[config.mk]
export PLATFORM = sky130hd
export DESIGN_NAME = furv_mem
export DESIGN_NICKNAME = d
export VERILOG_FILES = /design/src/rtl/furv_mem.sv
export SDC_FILE = /design/constraint.sdc
export NUM_CORES = 1
export LEC_CHECK = 0
export ABC_AREA = 1
export CAP_MARGIN = 10
export CORE_ASPECT_RATIO = 1.75
export CORE_UTILIZATION = 45
export CTS_CLUSTER_DIAMETER = 50
export DETAILED_ROUTE_END_ITERATION = 16
export GPL_TIMING_DRIVEN = 0
export MAX_ROUTING_LAYER = met4
export PLACE_DENSITY = 0.86
export SLEW_MARGIN = 20
export SYNTH_ARGS = -nofsm -noshare
export SYNTH_HDL_FRONTEND = slang
export SYNTH_SLANG_ARGS = --single-unit
[constraint.sdc]
create_clock -name clk -period 2.4 [get_ports clk]
set_input_delay 0.48 -clock clk [delete_from_list [all_inputs] [get_ports clk]]
set_output_delay 0.48 -clock clk [all_outputs]
set_load 0.02 [all_outputs]
[src/rtl/furv_mem.sv]
// Memory-access stage of the furv pipeline: captures a load/store from execute,
// runs one single-outstanding bus request and hands the raw result to writeback.
module furv_mem (
  input  logic        clk,
  input  logic        rst_n,
  input  logic        valid_i,
  input  logic        mem_i,
  input  logic        we_i,
  input  logic [1:0]  mem_width_i,
  input  logic [31:0] addr_i,
  input  logic [31:0] store_data_i,
  input  logic        stall_i,
  output logic        stall_o,
  output logic        bus_cyc_o,
  output logic        bus_stb_o,
  output logic        bus_we_o,
  output logic [31:0] bus_addr_o,
  output logic [31:0] bus_wdata_o,
  output logic [3:0]  bus_sel_o,
  input  logic        bus_ack_i,
  input  logic [31:0] bus_rdata_i,
  output logic        valid_o,
  output logic        mem_o,
  output logic        mem_ack_o,
  output logic [31:0] data_o,
  output logic [1:0]  byte_addr_o,
  output logic        misaligned_o
);

  localparam logic [0:0] ST_IDLE = 1'b0;
  localparam logic [0:0] ST_BUS  = 1'b1;

  logic [0:0]  state_reg;
  logic        misaligned;
  logic        mem_op;
  logic [3:0]  sel_next;
  logic [31:0] wdata_next;

  assign mem_op = valid_i && mem_i;

  // Lane placement of store data and byte enables; loads share the sel pattern.
  always_comb begin
    misaligned = 1'b0;
    sel_next   = 4'b1111;
    wdata_next = store_data_i;
    case (mem_width_i)
      2'd0: begin
        sel_next   = 4'b0001 << addr_i[1:0];
        wdata_next = {4{store_data_i[7:0]}};
      end
      2'd1: begin
        misaligned = addr_i[0];
        sel_next   = addr_i[1] ? 4'b1100 : 4'b0011;
        wdata_next = {2{store_data_i[15:0]}};
      end
      default: misaligned = |addr_i[1:0];
    endcase
    if (!we_i) wdata_next = 32'd0;
  end

  assign stall_o   = stall_i || (state_reg == ST_BUS);
  assign bus_stb_o = bus_cyc_o;

  always_ff @(posedge clk or negedge rst_n) begin
    if (!rst_n) begin
      state_reg    <= ST_IDLE;
      valid_o      <= 1'b0;
      mem_o        <= 1'b0;
      mem_ack_o    <= 1'b0;
      misaligned_o <= 1'b0;
      bus_cyc_o    <= 1'b0;
      bus_we_o     <= 1'b0;
      bus_addr_o   <= 32'd0;
      bus_wdata_o  <= 32'd0;
      bus_sel_o    <= 4'd0;
      data_o       <= 32'd0;
      byte_addr_o  <= 2'd0;
    end else if (state_reg == ST_BUS) begin
      // Request stays frozen on the bus until the slave acknowledges it.
      if (bus_ack_i) begin
        state_reg <= ST_IDLE;
        bus_cyc_o <= 1'b0;
        bus_we_o  <= 1'b0;
        data_o    <= bus_we_o ? 32'd0 : bus_rdata_i;
        mem_ack_o <= 1'b1;
      end
    end else if (!stall_i) begin
      valid_o      <= valid_i;
      mem_o        <= mem_op;
      byte_addr_o  <= addr_i[1:0];
      data_o       <= 32'd0;
      misaligned_o <= mem_op && misaligned;
      if (mem_op && !misaligned) begin
        state_reg   <= ST_BUS;
        bus_cyc_o   <= 1'b1;
        bus_we_o    <= we_i;
        bus_addr_o  <= {addr_i[31:2], 2'b00};
        bus_wdata_o <= wdata_next;
        bus_sel_o   <= sel_next;
        mem_ack_o   <= 1'b0;
      end else begin
        // Misaligned ops complete immediately so writeback never waits on them.
        mem_ack_o <= mem_op && misaligned;
      end
    end
  end

endmodule

==> tab_implementation.tex <==
\begin{tabular}{lr}
\hline
Metric & Value \\
\hline
\multicolumn{2}{l}{\textbf{Clock tree}} \\
\quad Clock buffer count from CTS & 9 \\
\quad Clock Path Buffers & 2 \\
\quad Number of buffers added for setup after CTS & 0 \\
\quad Root buffer cell & sky130\_fd\_sc\_hd\_\_clkbuf\_16 \\
\quad Count of clock tree sinks & 107 \\
\quad Number of H-tree levels & 3 \\
\quad Cts hold-fix bufs & 0 \\
\quad Clock tree from TritonCTS & built \\
\quad Clock latency on the worst-skew pair & 340 ps \\
\quad CTS clk-pin slew, worst paths & 70 ps \\
\quad PostCTS Resize Cnt & 1 \\
\multicolumn{2}{l}{\textbf{Floorplan}} \\
\quad Horizontal die dimension & 79.4 um \\
\quad Initial standard-cell utilization of the core & 0.461 \\
\quad Floorplan die area & 10900 sq um \\
\quad Vert. Die Dim & 138 um \\
\quad Floorplan core area & 10200 sq um \\
\quad Total I/O pin count & 215 \\
\quad Site row count & 49 \\
\multicolumn{2}{l}{\textbf{Logic synthesis}} \\
\quad Gate count after technology mapping & 528 \\
\quad Count of distinct cell types in the synthesized netlist & 22 \\
\quad Synth warnings & 0 \\
\quad Total of flip-flops plus latches after synthesis & 107 \\
\quad Syn Area/Cell & 8.95 sq um \\
\quad Area of the mapped netlist & 4720 sq um \\
\quad Sequential cell area fraction in the yosys report & 0.567 \\
\multicolumn{2}{l}{\textbf{Critical path}} \\
\quad Data arrival time of the critical path & 1790 ps \\
\quad Critical path launch point type & input pin \\
\quad Data required time of the worst path & 1920 ps \\
\quad Critical path fanouts, max & 10 \\
\quad Worst setup path class & input pin to output port \\
\quad Category of the worst setup path capture point & output port \\
\multicolumn{2}{l}{\textbf{Place}} \\
\quad Final HPWL from detailed placement & 11.0 mm \\
\quad GP Congestion & 0.844 \\
\quad Number of port buffers & 211 \\
\quad Worst slack at placement & -132 ps \\
\multicolumn{2}{l}{\textbf{Layout}} \\
\quad Area taken by flip-flops and latches & 2680 sq um \\
\quad Layout filler cell count & 758 \\
\quad Number of antenna cells inserted & 0 \\
\quad Synthesis-to-finish area growth & 55.3\% \\
\quad Largest registers & bus\_wdata\_o: 32 flops, data\_o: 32 flops, bus\_addr\_o: 30 flops \\
\quad Number of nets in the final layout & 857 \\
\quad Combined area of the multi-input logic cells & 1700 sq um \\
\quad Share of layout cells above drive strength 1 & 0.114 \\
\multicolumn{2}{l}{\textbf{Pwr}} \\
\quad Worst voltage drop across the vdd grid & 0.000478 V \\
\quad Clock Power Share & 0.273 \\
\quad Switching part of the total & 0.319 \\
\quad Static power due to leakage & 3.57 nW \\
\quad Sequential Power Share & 0.408 \\
\quad Post-layout total power & 5.57 mW \\
\quad Cell-internal power & 3.80 mW \\
\quad P\_sw & 1.77 mW \\
\quad Share of power burned in combinational logic & 0.319 \\
\quad Power per standard cell area & 759 nW/um\^{}2 \\
\multicolumn{2}{l}{\textbf{GRT}} \\
\quad Vias in the first global route & 4471 \\
\quad Global-route congestion overflow total & 0 \\
\quad Number of antenna violations at the first check in global routing & 0 \\
\quad Maximum number of pins on one net before global-route repair & 59 \\
\quad Global-route usage over all layers & 0.272 \\
\quad First-pass GRT wire length & 21.7 mm \\
\multicolumn{2}{l}{\textbf{Min path}} \\
\quad Classification of the worst-slack hold path & input pin to async pin \\
\multicolumn{2}{l}{\textbf{STA}} \\
\quad Worst hold margin & 74.8 ps \\
\quad Post-route clock period utilization & 0.944 \\
\quad Count of final setup violators & 0 \\
\quad Final slew viol count & 0 \\
\quad Setup skew after layout & 9.37 ps \\
\quad Number of failing hold endpoints at the final stage & 0 \\
\quad Final critical-path setup slack & 135 ps \\
\quad Final critical delay including setup and external delays & 2270 ps \\
\quad RSZ-0062 raised after global routing & no \\
\quad Peak clock frequency supported by timing & 0.441 GHz \\
\quad Slew @ Worst Pin & 638 ps \\
\quad Worst rel slew slack & 0.573 \\
\multicolumn{2}{l}{\textbf{Route}} \\
\quad Sum of routed wire length over all layers & 14.3 mm \\
\quad Detailed-router iteration count before antenna repair & 4 \\
\quad Number of nets with antenna violations after detailed routing & 0 \\
\quad Vias & 4481 \\
\quad Initial detailed-routing violation count & 179 \\
\quad Residual DRC count & 0 \\
\quad Mean number of vias per cell & 5.07 \\
\quad Routed wire per std cell & 16.1 um \\
\multicolumn{2}{l}{\textbf{Run}} \\
\quad Max-cap check violation count & 0 \\
\multicolumn{2}{l}{\textbf{Status}} \\
\quad Status & finished, final reports clean \\
\hline
\end{tabular}
per-layer routing:
layer  global-route usage  part of all wire  vias up
met5                    -                 0        -
met4                0.146             0.042        0
met3               0.0397             0.041       42
met2                0.485              0.55      173
met1                0.284              0.37     2115
li1                     -                 -     2151
cells in the final DEF (no fill, tap or decap), types with 2 or more instances in the layout:
cell type and instances:
sky130_fd_sc_hd__o21ai_2 29, sky130_fd_sc_hd__nand3_1 103, sky130_fd_sc_hd__o21ai_1 2, sky130_fd_sc_hd__nand2_1 176
sky130_fd_sc_hd__clkdlybuf4s50_1 209, sky130_fd_sc_hd__clkbuf_1 6, sky130_fd_sc_hd__buf_6 7, sky130_fd_sc_hd__conb_1 2
sky130_fd_sc_hd__clkbuf_16 9, sky130_fd_sc_hd__inv_1 29, sky130_fd_sc_hd__buf_2 15, sky130_fd_sc_hd__o21ai_0 26
sky130_fd_sc_hd__nand2_4 2, sky130_fd_sc_hd__a21oi_1 5, sky130_fd_sc_hd__nor2_4 2, sky130_fd_sc_hd__dfrtp_1 107
sky130_fd_sc_hd__nor2_1 3, sky130_fd_sc_hd__buf_4 8, sky130_fd_sc_hd__nand2_2 3
worst max-delay path: stages:
cell and delay, ps:
sky130_fd_sc_hd__clkdlybuf4s50_1 450, sky130_fd_sc_hd__inv_1 40, sky130_fd_sc_hd__nand2_2 170, sky130_fd_sc_hd__buf_2 260, sky130_fd_sc_hd__dlygate4sd2_1 370
power groups by stage:
stage / clock, mW / combinational (mW) / sequential, mW
2_1_floorplan: 0 / 0.437 / 2.65
3_3_place_gp: 0 / 1.74 / 2.28
3_5_place_dp: 0 / 1.79 / 2.30
4_1_cts: 1.56 / 1.79 / 2.27
5_1_grt: 1.62 / 1.90 / 2.30
6_report: 1.52 / 1.78 / 2.27
Yosys cell counts:
master | instances | area (sq um)
sky130_fd_sc_hd__nand3_1 | 103 | 515
sky130_fd_sc_hd__o21ai_1 | 2 | 10.0
sky130_fd_sc_hd__buf_2 | 15 | 75.1
sky130_fd_sc_hd__nand2_2 | 3 | 18.8
sky130_fd_sc_hd__buf_1 | 1 | 3.75
sky130_fd_sc_hd__nand2_4 | 2 | 22.5
sky130_fd_sc_hd__dfrtp_1 | 107 | 2680
sky130_fd_sc_hd__a21oi_1 | 5 | 25.0
sky130_fd_sc_hd__nand3_4 | 1 | 17.5
sky130_fd_sc_hd__nor2_4 | 2 | 22.5
sky130_fd_sc_hd__inv_4 | 1 | 6.26
sky130_fd_sc_hd__inv_2 | 1 | 3.75
sky130_fd_sc_hd__inv_1 | 29 | 109
sky130_fd_sc_hd__o21ai_2 | 29 | 254
sky130_fd_sc_hd__o21ai_0 | 26 | 130
sky130_fd_sc_hd__nor2_1 | 3 | 11.3
sky130_fd_sc_hd__nand2_1 | 176 | 661
sky130_fd_sc_hd__buf_4 | 8 | 60.1
sky130_fd_sc_hd__buf_6 | 6 | 67.6
sky130_fd_sc_hd__clkbuf_1 | 6 | 22.5
sky130_fd_sc_hd__nand4_1 | 1 | 6.26
sky130_fd_sc_hd__conb_1 | 1 | 3.75
through the flow:
stage | setup TNS, ps | util | cell area (sq um) | std cells
after floorplan | 0 | - | 4730 | 529
after global placement | -323660 | 0.683 | 7000 | 867
after detailed placement | -132 | 0.686 | 7030 | 868
after CTS | 0 | 0.716 | 7340 | 884
after global routing | 0 | 0.716 | 7340 | 884
final | 0 | 0.716 | 7340 | 884
area by class of cell:
type / count / area share
clock inverter: 6 / 0.00972
multi-input combinational: 355 / 0.232
inverter: 31 / 0.0162
buffer: 36 / 0.0312
clock buffer: 10 / 0.0326
timing repair buffer: 212 / 0.292
sequential: 107 / 0.365
tap: 127 / 0.0217
cells by family (layout without fill, tap and decap cells):
logic type,Yosys count,in the layout,share of synthesized area
compound gates,62,62,0.0887
other cells,1,2,0.000794
simple gates,291,291,0.270
flops,107,107,0.567
buf+inv,67,295,0.0736
path summary, 6_finish.rpt:
check	from	endpoint	slack, ps	depth (start not counted)
worst max-delay path	stall_i	stall_o	130	5
worst min-delay path	rst_n	data_o[27]	70	1
worst max register to register	state_reg	bus_wdata_o[21]	930	7
worst min register to register	bus_addr_o[17]	bus_addr_o[17]	470	2
max in group asynchronous	rst_n	bus_sel_o[0]	1680	2
min in group clk	bus_addr_o[17]	bus_addr_o[17]	470	2
Note: power is estimated with default switching activity, not from simulation.
